===== config.mk =====
export PLATFORM = sky130hd
export DESIGN_NAME = rs_issue_queue_flat
export DESIGN_NICKNAME = d
export VERILOG_FILES = /design/src/rtl/rs_issue_queue_if.sv /design/src/rtl/rs_issue_queue.sv /design/src/flat_wrapper.sv
export SDC_FILE = /design/constraint.sdc
export NUM_CORES = 2
export LEC_CHECK = 0
export CAP_MARGIN = 20
export CORE_ASPECT_RATIO = 0.8
export CORE_MARGIN = 5
export CORE_UTILIZATION = 35
export CTS_CLUSTER_DIAMETER = 80
export CTS_CLUSTER_SIZE = 14
export DETAILED_ROUTE_END_ITERATION = 8
export PLACE_DENSITY = 0.66
export SYNTH_ARGS = -nofsm -noshare
export SYNTH_HDL_FRONTEND = slang
export SYNTH_SLANG_ARGS = --single-unit

===== constraint.sdc =====
create_clock -name clk -period 4.8 [get_ports clk]
set_input_delay 0.48 -clock clk [delete_from_list [all_inputs] [get_ports clk]]
set_output_delay 0.48 -clock clk [all_outputs]
set_load 0.1 [all_outputs]

===== src/rtl/rs_issue_queue_if.sv =====
`default_nettype none
// ============================================================================
//  Module      : rs_issue_queue_if
//  Description : Issue lanes between the reservation station and the
//                functional units. One lane per FU; each lane carries a
//                valid/ready handshake plus the operand and instruction
//                payload. The master modport is the RS (issuing) side, the
//                slave modport is the FU (consuming) side.
//  Revision    : 1.0 - initial release
// ============================================================================
interface rs_issue_queue_if #(
  parameter int NUM_OF_FU = 2,
  parameter int PREG_W    = 6,
  parameter int VAL_W     = 32,
  parameter int ADDR_W    = 32,
  parameter int ROB_W     = 4,
  parameter int CTRL_W    = 8
);

  logic [NUM_OF_FU-1:0]             valid;
  logic [NUM_OF_FU-1:0]             ready;
  logic [NUM_OF_FU-1:0][VAL_W-1:0]  src1_reg_val;
  logic [NUM_OF_FU-1:0][VAL_W-1:0]  src2_reg_val;
  logic [NUM_OF_FU-1:0][PREG_W-1:0] dst;
  logic [NUM_OF_FU-1:0][CTRL_W-1:0] control;
  logic [NUM_OF_FU-1:0][VAL_W-1:0]  imm;
  logic [NUM_OF_FU-1:0][ADDR_W-1:0] pc;
  logic [NUM_OF_FU-1:0][ROB_W-1:0]  new_inst_tag;

  // Reservation-station side: drives the payload, samples ready
  modport master (
    output valid, src1_reg_val, src2_reg_val, dst, control, imm, pc, new_inst_tag,
    input  ready
  );

  // Functional-unit side: consumes the payload, drives ready
  modport slave (
    input  valid, src1_reg_val, src2_reg_val, dst, control, imm, pc, new_inst_tag,
    output ready
  );

endinterface
`default_nettype wire


===== src/rtl/rs_issue_queue.sv =====
`default_nettype none
// ============================================================================
//  Module      : rs_issue_queue
//  Description : Reservation-station issue queue. Holds renamed instructions
//                until both sources are available (snooping the CDB for
//                wakeup), then issues the oldest ready entries to up to
//                NUM_OF_FU functional units through registered issue lanes.
//  Revision    : 1.0 - initial release
// ============================================================================
module rs_issue_queue #(
  parameter int NUM_OF_FU = 2,
  parameter int RS_DEPTH  = 8,
  parameter int CDB_PORTS = 2,
  parameter int PREG_W    = 6,
  parameter int VAL_W     = 32,
  parameter int ADDR_W    = 32,
  parameter int ROB_W     = 4,
  parameter int CTRL_W    = 8
) (
  input  wire logic                                 clk,
  input  wire logic                                 rst_n,
  input  wire logic                                 flush,
  input  wire logic                                 alloc_valid,
  output logic                                      alloc_ready,
  input  wire logic [PREG_W-1:0]                    alloc_src1_tag,
  input  wire logic                                 alloc_src1_rdy,
  input  wire logic [VAL_W-1:0]                     alloc_src1_val,
  input  wire logic [PREG_W-1:0]                    alloc_src2_tag,
  input  wire logic                                 alloc_src2_rdy,
  input  wire logic [VAL_W-1:0]                     alloc_src2_val,
  input  wire logic [PREG_W-1:0]                    alloc_dst,
  input  wire logic [CTRL_W-1:0]                    alloc_control,
  input  wire logic [VAL_W-1:0]                     alloc_imm,
  input  wire logic [ADDR_W-1:0]                    alloc_pc,
  input  wire logic [ROB_W-1:0]                     alloc_rob_tag,
  input  wire logic [CDB_PORTS-1:0]                 cdb_valid,
  input  wire logic [CDB_PORTS-1:0][PREG_W-1:0]     cdb_tag,
  input  wire logic [CDB_PORTS-1:0][VAL_W-1:0]      cdb_val,
  rs_issue_queue_if.master                          fu_if,
  output logic [$clog2(RS_DEPTH):0]                 rs_count
);

  localparam int C_IDX_W = $clog2(RS_DEPTH);
  localparam int C_CNT_W = C_IDX_W + 1;
  localparam logic [C_CNT_W-1:0] C_DEPTH = C_CNT_W'(RS_DEPTH);

  // Entry storage
  logic [RS_DEPTH-1:0]               valid_q, valid_d;
  logic [RS_DEPTH-1:0]               s1_rdy_q, s1_rdy_d, s2_rdy_q, s2_rdy_d;
  logic [RS_DEPTH-1:0][PREG_W-1:0]   s1_tag_q, s1_tag_d, s2_tag_q, s2_tag_d;
  logic [RS_DEPTH-1:0][VAL_W-1:0]    s1_val_q, s1_val_d, s2_val_q, s2_val_d;
  logic [RS_DEPTH-1:0][PREG_W-1:0]   dst_q, dst_d;
  logic [RS_DEPTH-1:0][CTRL_W-1:0]   ctrl_q, ctrl_d;
  logic [RS_DEPTH-1:0][VAL_W-1:0]    imm_q, imm_d;
  logic [RS_DEPTH-1:0][ADDR_W-1:0]   pc_q, pc_d;
  logic [RS_DEPTH-1:0][ROB_W-1:0]    rob_q, rob_d;
  // older_q[i][j] = 1 when entry i was allocated before entry j
  logic [RS_DEPTH-1:0][RS_DEPTH-1:0] older_q, older_d;
  logic [C_CNT_W-1:0]                count_q, count_d;

  // Issue lane output registers
  logic [NUM_OF_FU-1:0]              lane_valid_q, lane_valid_d;
  logic [NUM_OF_FU-1:0][VAL_W-1:0]   lane_s1_q, lane_s1_d, lane_s2_q, lane_s2_d;
  logic [NUM_OF_FU-1:0][PREG_W-1:0]  lane_dst_q, lane_dst_d;
  logic [NUM_OF_FU-1:0][CTRL_W-1:0]  lane_ctrl_q, lane_ctrl_d;
  logic [NUM_OF_FU-1:0][VAL_W-1:0]   lane_imm_q, lane_imm_d;
  logic [NUM_OF_FU-1:0][ADDR_W-1:0]  lane_pc_q, lane_pc_d;
  logic [NUM_OF_FU-1:0][ROB_W-1:0]   lane_rob_q, lane_rob_d;

  // Combinational helpers
  logic [RS_DEPTH-1:0]               w_eligible;
  logic [NUM_OF_FU-1:0]              w_lane_free;
  logic [NUM_OF_FU-1:0]              w_sel_v;
  logic [NUM_OF_FU-1:0][C_IDX_W-1:0] w_sel_idx;
  logic [RS_DEPTH-1:0]               w_taken;
  logic [RS_DEPTH-1:0]               w_cand;
  logic                              w_is_old;
  logic [C_IDX_W-1:0]                w_alloc_idx;
  logic                              w_alloc_fire;
  logic [C_CNT_W-1:0]                w_issued;

  // Readiness is judged on registered state only, so a wakeup at edge t
  // makes the entry selectable from cycle t+1.
  assign w_eligible   = valid_q & s1_rdy_q & s2_rdy_q;
  assign w_lane_free  = ~lane_valid_q | fu_if.ready;
  assign alloc_ready  = (count_q < C_DEPTH);
  assign w_alloc_fire = alloc_valid & alloc_ready;
  assign rs_count     = count_q;

  assign fu_if.valid        = lane_valid_q;
  assign fu_if.src1_reg_val = lane_s1_q;
  assign fu_if.src2_reg_val = lane_s2_q;
  assign fu_if.dst          = lane_dst_q;
  assign fu_if.control      = lane_ctrl_q;
  assign fu_if.imm          = lane_imm_q;
  assign fu_if.pc           = lane_pc_q;
  assign fu_if.new_inst_tag = lane_rob_q;

  // Per free lane, in lane order, pick the oldest eligible entry not already taken
  always_comb begin
    w_sel_v   = '0;
    w_sel_idx = '0;
    w_taken   = '0;
    w_cand    = '0;
    w_is_old  = 1'b0;
    for (int k = 0; k < NUM_OF_FU; k++) begin
      w_cand = w_eligible & ~w_taken;
      if (w_lane_free[k]) begin
        for (int i = 0; i < RS_DEPTH; i++) begin
          w_is_old = w_cand[i];
          for (int j = 0; j < RS_DEPTH; j++) begin
            if (j != i && w_cand[j] && !older_q[i][j]) begin
              w_is_old = 1'b0;
            end
          end
          if (w_is_old) begin
            w_sel_v[k]   = 1'b1;
            w_sel_idx[k] = C_IDX_W'(i);
          end
        end
        if (w_sel_v[k]) begin
          w_taken[w_sel_idx[k]] = 1'b1;
        end
      end
    end
  end

  // Lowest-index free entry from registered occupancy (issue this cycle frees nothing yet)
  always_comb begin
    w_alloc_idx = '0;
    for (int i = RS_DEPTH - 1; i >= 0; i--) begin
      if (!valid_q[i]) begin
        w_alloc_idx = C_IDX_W'(i);
      end
    end
  end

  // Next state: issue into lanes, CDB wakeup, allocation with bypass, occupancy
  always_comb begin
    valid_d      = valid_q;
    s1_rdy_d     = s1_rdy_q;
    s2_rdy_d     = s2_rdy_q;
    s1_tag_d     = s1_tag_q;
    s2_tag_d     = s2_tag_q;
    s1_val_d     = s1_val_q;
    s2_val_d     = s2_val_q;
    dst_d        = dst_q;
    ctrl_d       = ctrl_q;
    imm_d        = imm_q;
    pc_d         = pc_q;
    rob_d        = rob_q;
    older_d      = older_q;
    lane_valid_d = lane_valid_q;
    lane_s1_d    = lane_s1_q;
    lane_s2_d    = lane_s2_q;
    lane_dst_d   = lane_dst_q;
    lane_ctrl_d  = lane_ctrl_q;
    lane_imm_d   = lane_imm_q;
    lane_pc_d    = lane_pc_q;
    lane_rob_d   = lane_rob_q;
    w_issued     = '0;

    // A busy lane (valid & !ready) keeps its payload untouched
    for (int k = 0; k < NUM_OF_FU; k++) begin
      if (w_lane_free[k]) begin
        lane_valid_d[k] = w_sel_v[k];
        if (w_sel_v[k]) begin
          lane_s1_d[k]            = s1_val_q[w_sel_idx[k]];
          lane_s2_d[k]            = s2_val_q[w_sel_idx[k]];
          lane_dst_d[k]           = dst_q[w_sel_idx[k]];
          lane_ctrl_d[k]          = ctrl_q[w_sel_idx[k]];
          lane_imm_d[k]           = imm_q[w_sel_idx[k]];
          lane_pc_d[k]            = pc_q[w_sel_idx[k]];
          lane_rob_d[k]           = rob_q[w_sel_idx[k]];
          valid_d[w_sel_idx[k]]   = 1'b0;
          w_issued                = w_issued + C_CNT_W'(1);
        end
      end
    end

    // Ports scanned high to low so the lowest matching port wins
    for (int i = 0; i < RS_DEPTH; i++) begin
      for (int p = CDB_PORTS - 1; p >= 0; p--) begin
        if (valid_q[i] && cdb_valid[p]) begin
          if (!s1_rdy_q[i] && (cdb_tag[p] == s1_tag_q[i])) begin
            s1_rdy_d[i] = 1'b1;
            s1_val_d[i] = cdb_val[p];
          end
          if (!s2_rdy_q[i] && (cdb_tag[p] == s2_tag_q[i])) begin
            s2_rdy_d[i] = 1'b1;
            s2_val_d[i] = cdb_val[p];
          end
        end
      end
    end

    if (w_alloc_fire) begin
      valid_d[w_alloc_idx]  = 1'b1;
      s1_tag_d[w_alloc_idx] = alloc_src1_tag;
      s1_rdy_d[w_alloc_idx] = alloc_src1_rdy;
      s1_val_d[w_alloc_idx] = alloc_src1_val;
      s2_tag_d[w_alloc_idx] = alloc_src2_tag;
      s2_rdy_d[w_alloc_idx] = alloc_src2_rdy;
      s2_val_d[w_alloc_idx] = alloc_src2_val;
      dst_d[w_alloc_idx]    = alloc_dst;
      ctrl_d[w_alloc_idx]   = alloc_control;
      imm_d[w_alloc_idx]    = alloc_imm;
      pc_d[w_alloc_idx]     = alloc_pc;
      rob_d[w_alloc_idx]    = alloc_rob_tag;
      // Same-cycle broadcast of a pending source tag is captured on entry
      for (int p = CDB_PORTS - 1; p >= 0; p--) begin
        if (cdb_valid[p]) begin
          if (!alloc_src1_rdy && (cdb_tag[p] == alloc_src1_tag)) begin
            s1_rdy_d[w_alloc_idx] = 1'b1;
            s1_val_d[w_alloc_idx] = cdb_val[p];
          end
          if (!alloc_src2_rdy && (cdb_tag[p] == alloc_src2_tag)) begin
            s2_rdy_d[w_alloc_idx] = 1'b1;
            s2_val_d[w_alloc_idx] = cdb_val[p];
          end
        end
      end
      // The new entry is younger than every other entry
      for (int j = 0; j < RS_DEPTH; j++) begin
        older_d[w_alloc_idx][j] = 1'b0;
        older_d[j][w_alloc_idx] = (C_IDX_W'(j) != w_alloc_idx);
      end
    end

    count_d = count_q + C_CNT_W'(w_alloc_fire) - w_issued;
  end

  // State registers; reset and flush both clear everything and override same-cycle activity
  always_ff @(posedge clk) begin
    if (!rst_n || flush) begin
      valid_q      <= '0;
      s1_rdy_q     <= '0;
      s2_rdy_q     <= '0;
      s1_tag_q     <= '0;
      s2_tag_q     <= '0;
      s1_val_q     <= '0;
      s2_val_q     <= '0;
      dst_q        <= '0;
      ctrl_q       <= '0;
      imm_q        <= '0;
      pc_q         <= '0;
      rob_q        <= '0;
      older_q      <= '0;
      count_q      <= '0;
      lane_valid_q <= '0;
      lane_s1_q    <= '0;
      lane_s2_q    <= '0;
      lane_dst_q   <= '0;
      lane_ctrl_q  <= '0;
      lane_imm_q   <= '0;
      lane_pc_q    <= '0;
      lane_rob_q   <= '0;
    end else begin
      valid_q      <= valid_d;
      s1_rdy_q     <= s1_rdy_d;
      s2_rdy_q     <= s2_rdy_d;
      s1_tag_q     <= s1_tag_d;
      s2_tag_q     <= s2_tag_d;
      s1_val_q     <= s1_val_d;
      s2_val_q     <= s2_val_d;
      dst_q        <= dst_d;
      ctrl_q       <= ctrl_d;
      imm_q        <= imm_d;
      pc_q         <= pc_d;
      rob_q        <= rob_d;
      older_q      <= older_d;
      count_q      <= count_d;
      lane_valid_q <= lane_valid_d;
      lane_s1_q    <= lane_s1_d;
      lane_s2_q    <= lane_s2_d;
      lane_dst_q   <= lane_dst_d;
      lane_ctrl_q  <= lane_ctrl_d;
      lane_imm_q   <= lane_imm_d;
      lane_pc_q    <= lane_pc_d;
      lane_rob_q   <= lane_rob_d;
    end
  end

endmodule
`default_nettype wire


===== src/flat_wrapper.sv =====
// flat-port wrapper written by rule: the top's interface ports become plain ports
module rs_issue_queue_flat 
#(
  parameter int NUM_OF_FU = 2,
  parameter int RS_DEPTH  = 8,
  parameter int CDB_PORTS = 2,
  parameter int PREG_W    = 6,
  parameter int VAL_W     = 32,
  parameter int ADDR_W    = 32,
  parameter int ROB_W     = 4,
  parameter int CTRL_W    = 8
)
  (clk, rst_n, flush, alloc_valid, alloc_ready, alloc_src1_tag, alloc_src1_rdy, alloc_src1_val, alloc_src2_tag, alloc_src2_rdy, alloc_src2_val, alloc_dst, alloc_control, alloc_imm, alloc_pc, alloc_rob_tag, cdb_valid, cdb_tag, cdb_val, rs_count, fu_if_valid, fu_if_src1_reg_val, fu_if_src2_reg_val, fu_if_dst, fu_if_control, fu_if_imm, fu_if_pc, fu_if_new_inst_tag, fu_if_ready);
  rs_issue_queue_if #(.NUM_OF_FU(NUM_OF_FU), .PREG_W(PREG_W), .VAL_W(VAL_W), .ADDR_W(ADDR_W), .ROB_W(ROB_W), .CTRL_W(CTRL_W)) fu_if_i ();
  input  wire logic clk;
  input  wire logic rst_n;
  input  wire logic flush;
  input  wire logic alloc_valid;
  output logic alloc_ready;
  input  wire logic [PREG_W-1:0] alloc_src1_tag;
  input  wire logic alloc_src1_rdy;
  input  wire logic [VAL_W-1:0] alloc_src1_val;
  input  wire logic [PREG_W-1:0] alloc_src2_tag;
  input  wire logic alloc_src2_rdy;
  input  wire logic [VAL_W-1:0] alloc_src2_val;
  input  wire logic [PREG_W-1:0] alloc_dst;
  input  wire logic [CTRL_W-1:0] alloc_control;
  input  wire logic [VAL_W-1:0] alloc_imm;
  input  wire logic [ADDR_W-1:0] alloc_pc;
  input  wire logic [ROB_W-1:0] alloc_rob_tag;
  input  wire logic [CDB_PORTS-1:0] cdb_valid;
  input  wire logic [CDB_PORTS-1:0][PREG_W-1:0] cdb_tag;
  input  wire logic [CDB_PORTS-1:0][VAL_W-1:0] cdb_val;
  output logic [$clog2(RS_DEPTH):0] rs_count;
  output wire logic [$bits(fu_if_i.valid)-1:0] fu_if_valid;
  output wire logic [$bits(fu_if_i.src1_reg_val)-1:0] fu_if_src1_reg_val;
  output wire logic [$bits(fu_if_i.src2_reg_val)-1:0] fu_if_src2_reg_val;
  output wire logic [$bits(fu_if_i.dst)-1:0] fu_if_dst;
  output wire logic [$bits(fu_if_i.control)-1:0] fu_if_control;
  output wire logic [$bits(fu_if_i.imm)-1:0] fu_if_imm;
  output wire logic [$bits(fu_if_i.pc)-1:0] fu_if_pc;
  output wire logic [$bits(fu_if_i.new_inst_tag)-1:0] fu_if_new_inst_tag;
  input wire logic [$bits(fu_if_i.ready)-1:0] fu_if_ready;
  assign fu_if_valid = fu_if_i.valid;
  assign fu_if_src1_reg_val = fu_if_i.src1_reg_val;
  assign fu_if_src2_reg_val = fu_if_i.src2_reg_val;
  assign fu_if_dst = fu_if_i.dst;
  assign fu_if_control = fu_if_i.control;
  assign fu_if_imm = fu_if_i.imm;
  assign fu_if_pc = fu_if_i.pc;
  assign fu_if_new_inst_tag = fu_if_i.new_inst_tag;
  assign fu_if_i.ready = fu_if_ready;
  rs_issue_queue #(.NUM_OF_FU(NUM_OF_FU), .RS_DEPTH(RS_DEPTH), .CDB_PORTS(CDB_PORTS), .PREG_W(PREG_W), .VAL_W(VAL_W), .ADDR_W(ADDR_W), .ROB_W(ROB_W), .CTRL_W(CTRL_W)) u_core (.clk(clk), .rst_n(rst_n), .flush(flush), .alloc_valid(alloc_valid), .alloc_ready(alloc_ready), .alloc_src1_tag(alloc_src1_tag), .alloc_src1_rdy(alloc_src1_rdy), .alloc_src1_val(alloc_src1_val), .alloc_src2_tag(alloc_src2_tag), .alloc_src2_rdy(alloc_src2_rdy), .alloc_src2_val(alloc_src2_val), .alloc_dst(alloc_dst), .alloc_control(alloc_control), .alloc_imm(alloc_imm), .alloc_pc(alloc_pc), .alloc_rob_tag(alloc_rob_tag), .cdb_valid(cdb_valid), .cdb_tag(cdb_tag), .cdb_val(cdb_val), .fu_if(fu_if_i), .rs_count(rs_count));
endmodule

==> flow_summary.toml <==
[sta]
drv_slew = 0
rsz0062_at_grt = "yes"
final_hold_viol_count = 0
finalCritPeriodShare = 0.9934
skew_ns = 0.09054
setup_viol = 0
max_slew_margin = 0.1430
fin_ws_ns = 0.03190
finalSetupTns_ns = 0
clock.fmax_mhz = 209.7
tightest_slew_ns = 1.281
min_period_ns = 4.768

[synthesis]
yosys_warnings = 0
yosysUniqueCellTypes = 71
yosysSeqAreaShare = 0.3671
synth.cell_area_um2 = 89550
synth_top_area_frac = 0.3671
synth_nets = 11930
ys_async_sr_fraction = 0
syn_inst = 11680
synth_largest_area_cell = "dfxtp_1"
synthTopCellsByArea = "dfxtp_1, mux2i_1, nand2_1"
ys.flop_type = "dfxtp_1"
yosys_register_bits = 1642
synth.avg_cell_area_um2 = 7.668
synth_edf_count = 0

[power]
worst_ir_drop_vdd_uv = 251.6
p_leak_uw = 0.03573
total_power_uw = 27440
powerDensity_nw_per_um2 = 260.3

[placed_design]
dp.cells = 14850
gp_congestion = 0.9530
dp_hpwl_um = 260300
io_buffers = 542
pre_cts_slack_ns = -0.1692

[finish]
fin_util = 0.4130
syn2layout_area_growth_pct = 17.71
drive_gt1_frac = 0.09410
final_cells = 15080
nNetsFinal = 11910

[job]
max-cap-violations = 0

[critical_path]
crit_path_end_kind = "flip-flop"
crit_arrival_ns = 5.44
path_class = "flip-flop to flip-flop"
r2r_cells = 22
cp_max_fo = 4
crit_required_ns = 5.47
startpoint_type = "flip-flop"

[detailed_routing]
wl_per_cell_um = 29.49
drc = 0
finalWirelength_um = 444900
met2WireLength_um = 174400
drt_iter0_drc = 16150
via_per_inst = 6.315
top_layer = "met5"
wl_met3_um = 68240
dr_total_vias = 95250
ant_nets = 0
drt_first_pass_iters = 9
wl_met1_um = 175900

[die]
fp.dieH_um = 462.4
initial_core_util = 0.3508
io_pins = 543
dieArea_um2 = 266100
std_cell_rows = 166
core_area_um2 = 255300
die_w_um = 575.5

[clock_tree]
cts_buffers = 153
clkTransAtPathRegs_ns = 0.07
clk_path_buf_depth = 4
clock-root-buffer = "clkbuf_16"
cts_hold_buffers = 0
clock_sinks = 1642
clk_latency_ns = 0.87
htreeDepth = 4
tritoncts = "built"

[grt]
first_global_vias = 87000
grt_pass1_wl_um = 627300
grt-ovfl-total = 0
track_usage = 0.3122
grt_max_degree = 147
antenna_found_initial = 52

[run_status]
outcome = "finished clean"

[worst_hold_path]
hp-class = "primary input to flip-flop"
worstHoldPathCells = 4
[per-layer routing]
layer,up-vias,GRT usage
li1,41130,-
met2,7948,0.4290
met4,38,0.1602
met5,-,0.0005380
met3,1622,0.1146
met1,44510,0.4234
[final timing paths]
check	startpoint	endpoint	slack, ns
worst max-delay path	u_core.s2_rdy_q[1]	u_core.rs_count[1]	0.03
worst min-delay path	alloc_src1_tag[1]	u_core.s1_tag_q[19]	0.38
worst max register to register	u_core.s2_rdy_q[1]	u_core.rs_count[1]	0.03
worst min register to register	u_core.dst_q[0]	u_core.fu_if.dst[6]	0.46
[kinds of logic after synthesis]
| kind of cell | count (synthesis) | synth area share |
|---|---|---|
| DFF | 1642 | 0.3671 |
| AOI/OAI and AO/OA | 3314 | 0.2291 |
| muxes | 1307 | 0.1486 |
| buffers and inverters | 1347 | 0.06130 |
| xor gates and xnor gates | 219 | 0.02142 |
| and+or+nand+nor | 3843 | 0.1714 |
| adders and majority gates | 7 | 0.001062 |
[per-stage QoR]
step / instance area (µm²) / hold slack (ns)
finish: 105400 / 0.3842
floorplan: 89660 / 0.4311
global placement: 100600 / 0.4457
global route: 105400 / 0.3769
CTS: 104900 / 0.3222
detailed placement: 100600 / 0.4523
[layout make-up]
| cell class | count | area [µm²] |
|---|---|---|
| clock inverter | 24 | 269.0 |
| antenna | 34 | 85.08 |
| sequential | 1642 | 32890 |
| clock buffer | 163 | 3970 |
| tap | 3360 | 4204 |
| inverter | 13 | 58.81 |
| multi-input combinational | 8690 | 51810 |
| fill | 25530 | 149900 |
| timing repair buffer | 1158 | 12130 |
[critical path: stages, from the launching register on]
cell and delay, ns:
dfxtp_4 0.35, buf_4 0.13, nand4b_1 0.14, o2111ai_2 0.13, or4_4 0.60, a211o_4 0.38, a211oi_4 0.38, nor2_1 0.08
nor4_1 0.23, buf_4 0.18, a22oi_2 0.07, o311a_1 0.16, a21o_4 0.25, inv_6 0.06, ha_4 0.18, nand2_1 0.05
o21ai_1 0.08, ha_1 0.29, inv_1 0.06, ha_2 0.18, inv_2 0.04, fa_2 0.50, nor2_1 0.04
[synth_stat cells (all sizes together), types with 3 or more instances]
master	n
nand2	2499
dfxtp	1642
a21oi	1343
mux2i	1128
clkbuf	1015
nor2	831
o211ai	536
o21ai	486
nor3	371
buf	319
o22ai	197
mux2	179
o2bb2ai	148
a221oi	147
a31oi	147
o32ai	146
xor2	132
a211oi	116
xnor2	87
nand4	40
nor4	27
inv	13
nand3	12
nand4b	11
o21a	11
nand2b	8
and2	6
and4b	6
ha	6
nor2b	6
o221ai	6
or2	6
nor3b	5
or4	5
a21o	4
and3	4
o2111ai	4
o221a	4
o311a	3
or3	3
[sequential cells by signal, summed over array words and instances (netlist names), 8 cells and up]
name                       cells
u_core.rob_q                  32
u_core.s1_tag_q               48
u_core.valid_q                 8
u_core.ctrl_q                 64
u_core.fu_if.control          16
u_core.fu_if.imm              64
u_core.pc_q                  256
u_core.dst_q                  48
u_core.fu_if.pc               64
u_core.imm_q                 256
u_core.fu_if.src2_reg_val     64
u_core.fu_if.dst              12
u_core.fu_if.new_inst_tag      8
u_core.s2_rdy_q                8
u_core.s2_tag_q               48
u_core.older_q                56
u_core.s2_val_q              256
u_core.s1_val_q              256
u_core.fu_if.src1_reg_val     64
u_core.s1_rdy_q                8
[where the power goes]
group | internal [µW] | total (µW) | switching (µW)
Combinational | 537 | 1860 | 1320
Clock | 5970 | 11800 | 5870
Sequential | 13700 | 13700 | 64.3
[cells in the final DEF, fill, tap and decap left out, drive strengths merged, types with 116 or more instances in the layout]
cell type,count
a211oi,116
o22ai,197
a31oi,147
dfxtp,1642
a21oi,1343
o32ai,146
clkbuf,166
a221oi,147
nor3,371
o2bb2ai,148
o21ai,486
buf,625
clkdlybuf4s50,529
nor2,831
nand2,2499
xor2,132
o211ai,536
mux2,179
mux2i,1128
[what timing repair did]
action                     4_1_cts  5_1_grt
resized for setup                4       38
pin swaps                        0       17
setup endpoints to repair      147      149
gates cloned                     1        3
setup buffers                    0        6
Power figures use the tool's default switching activity.
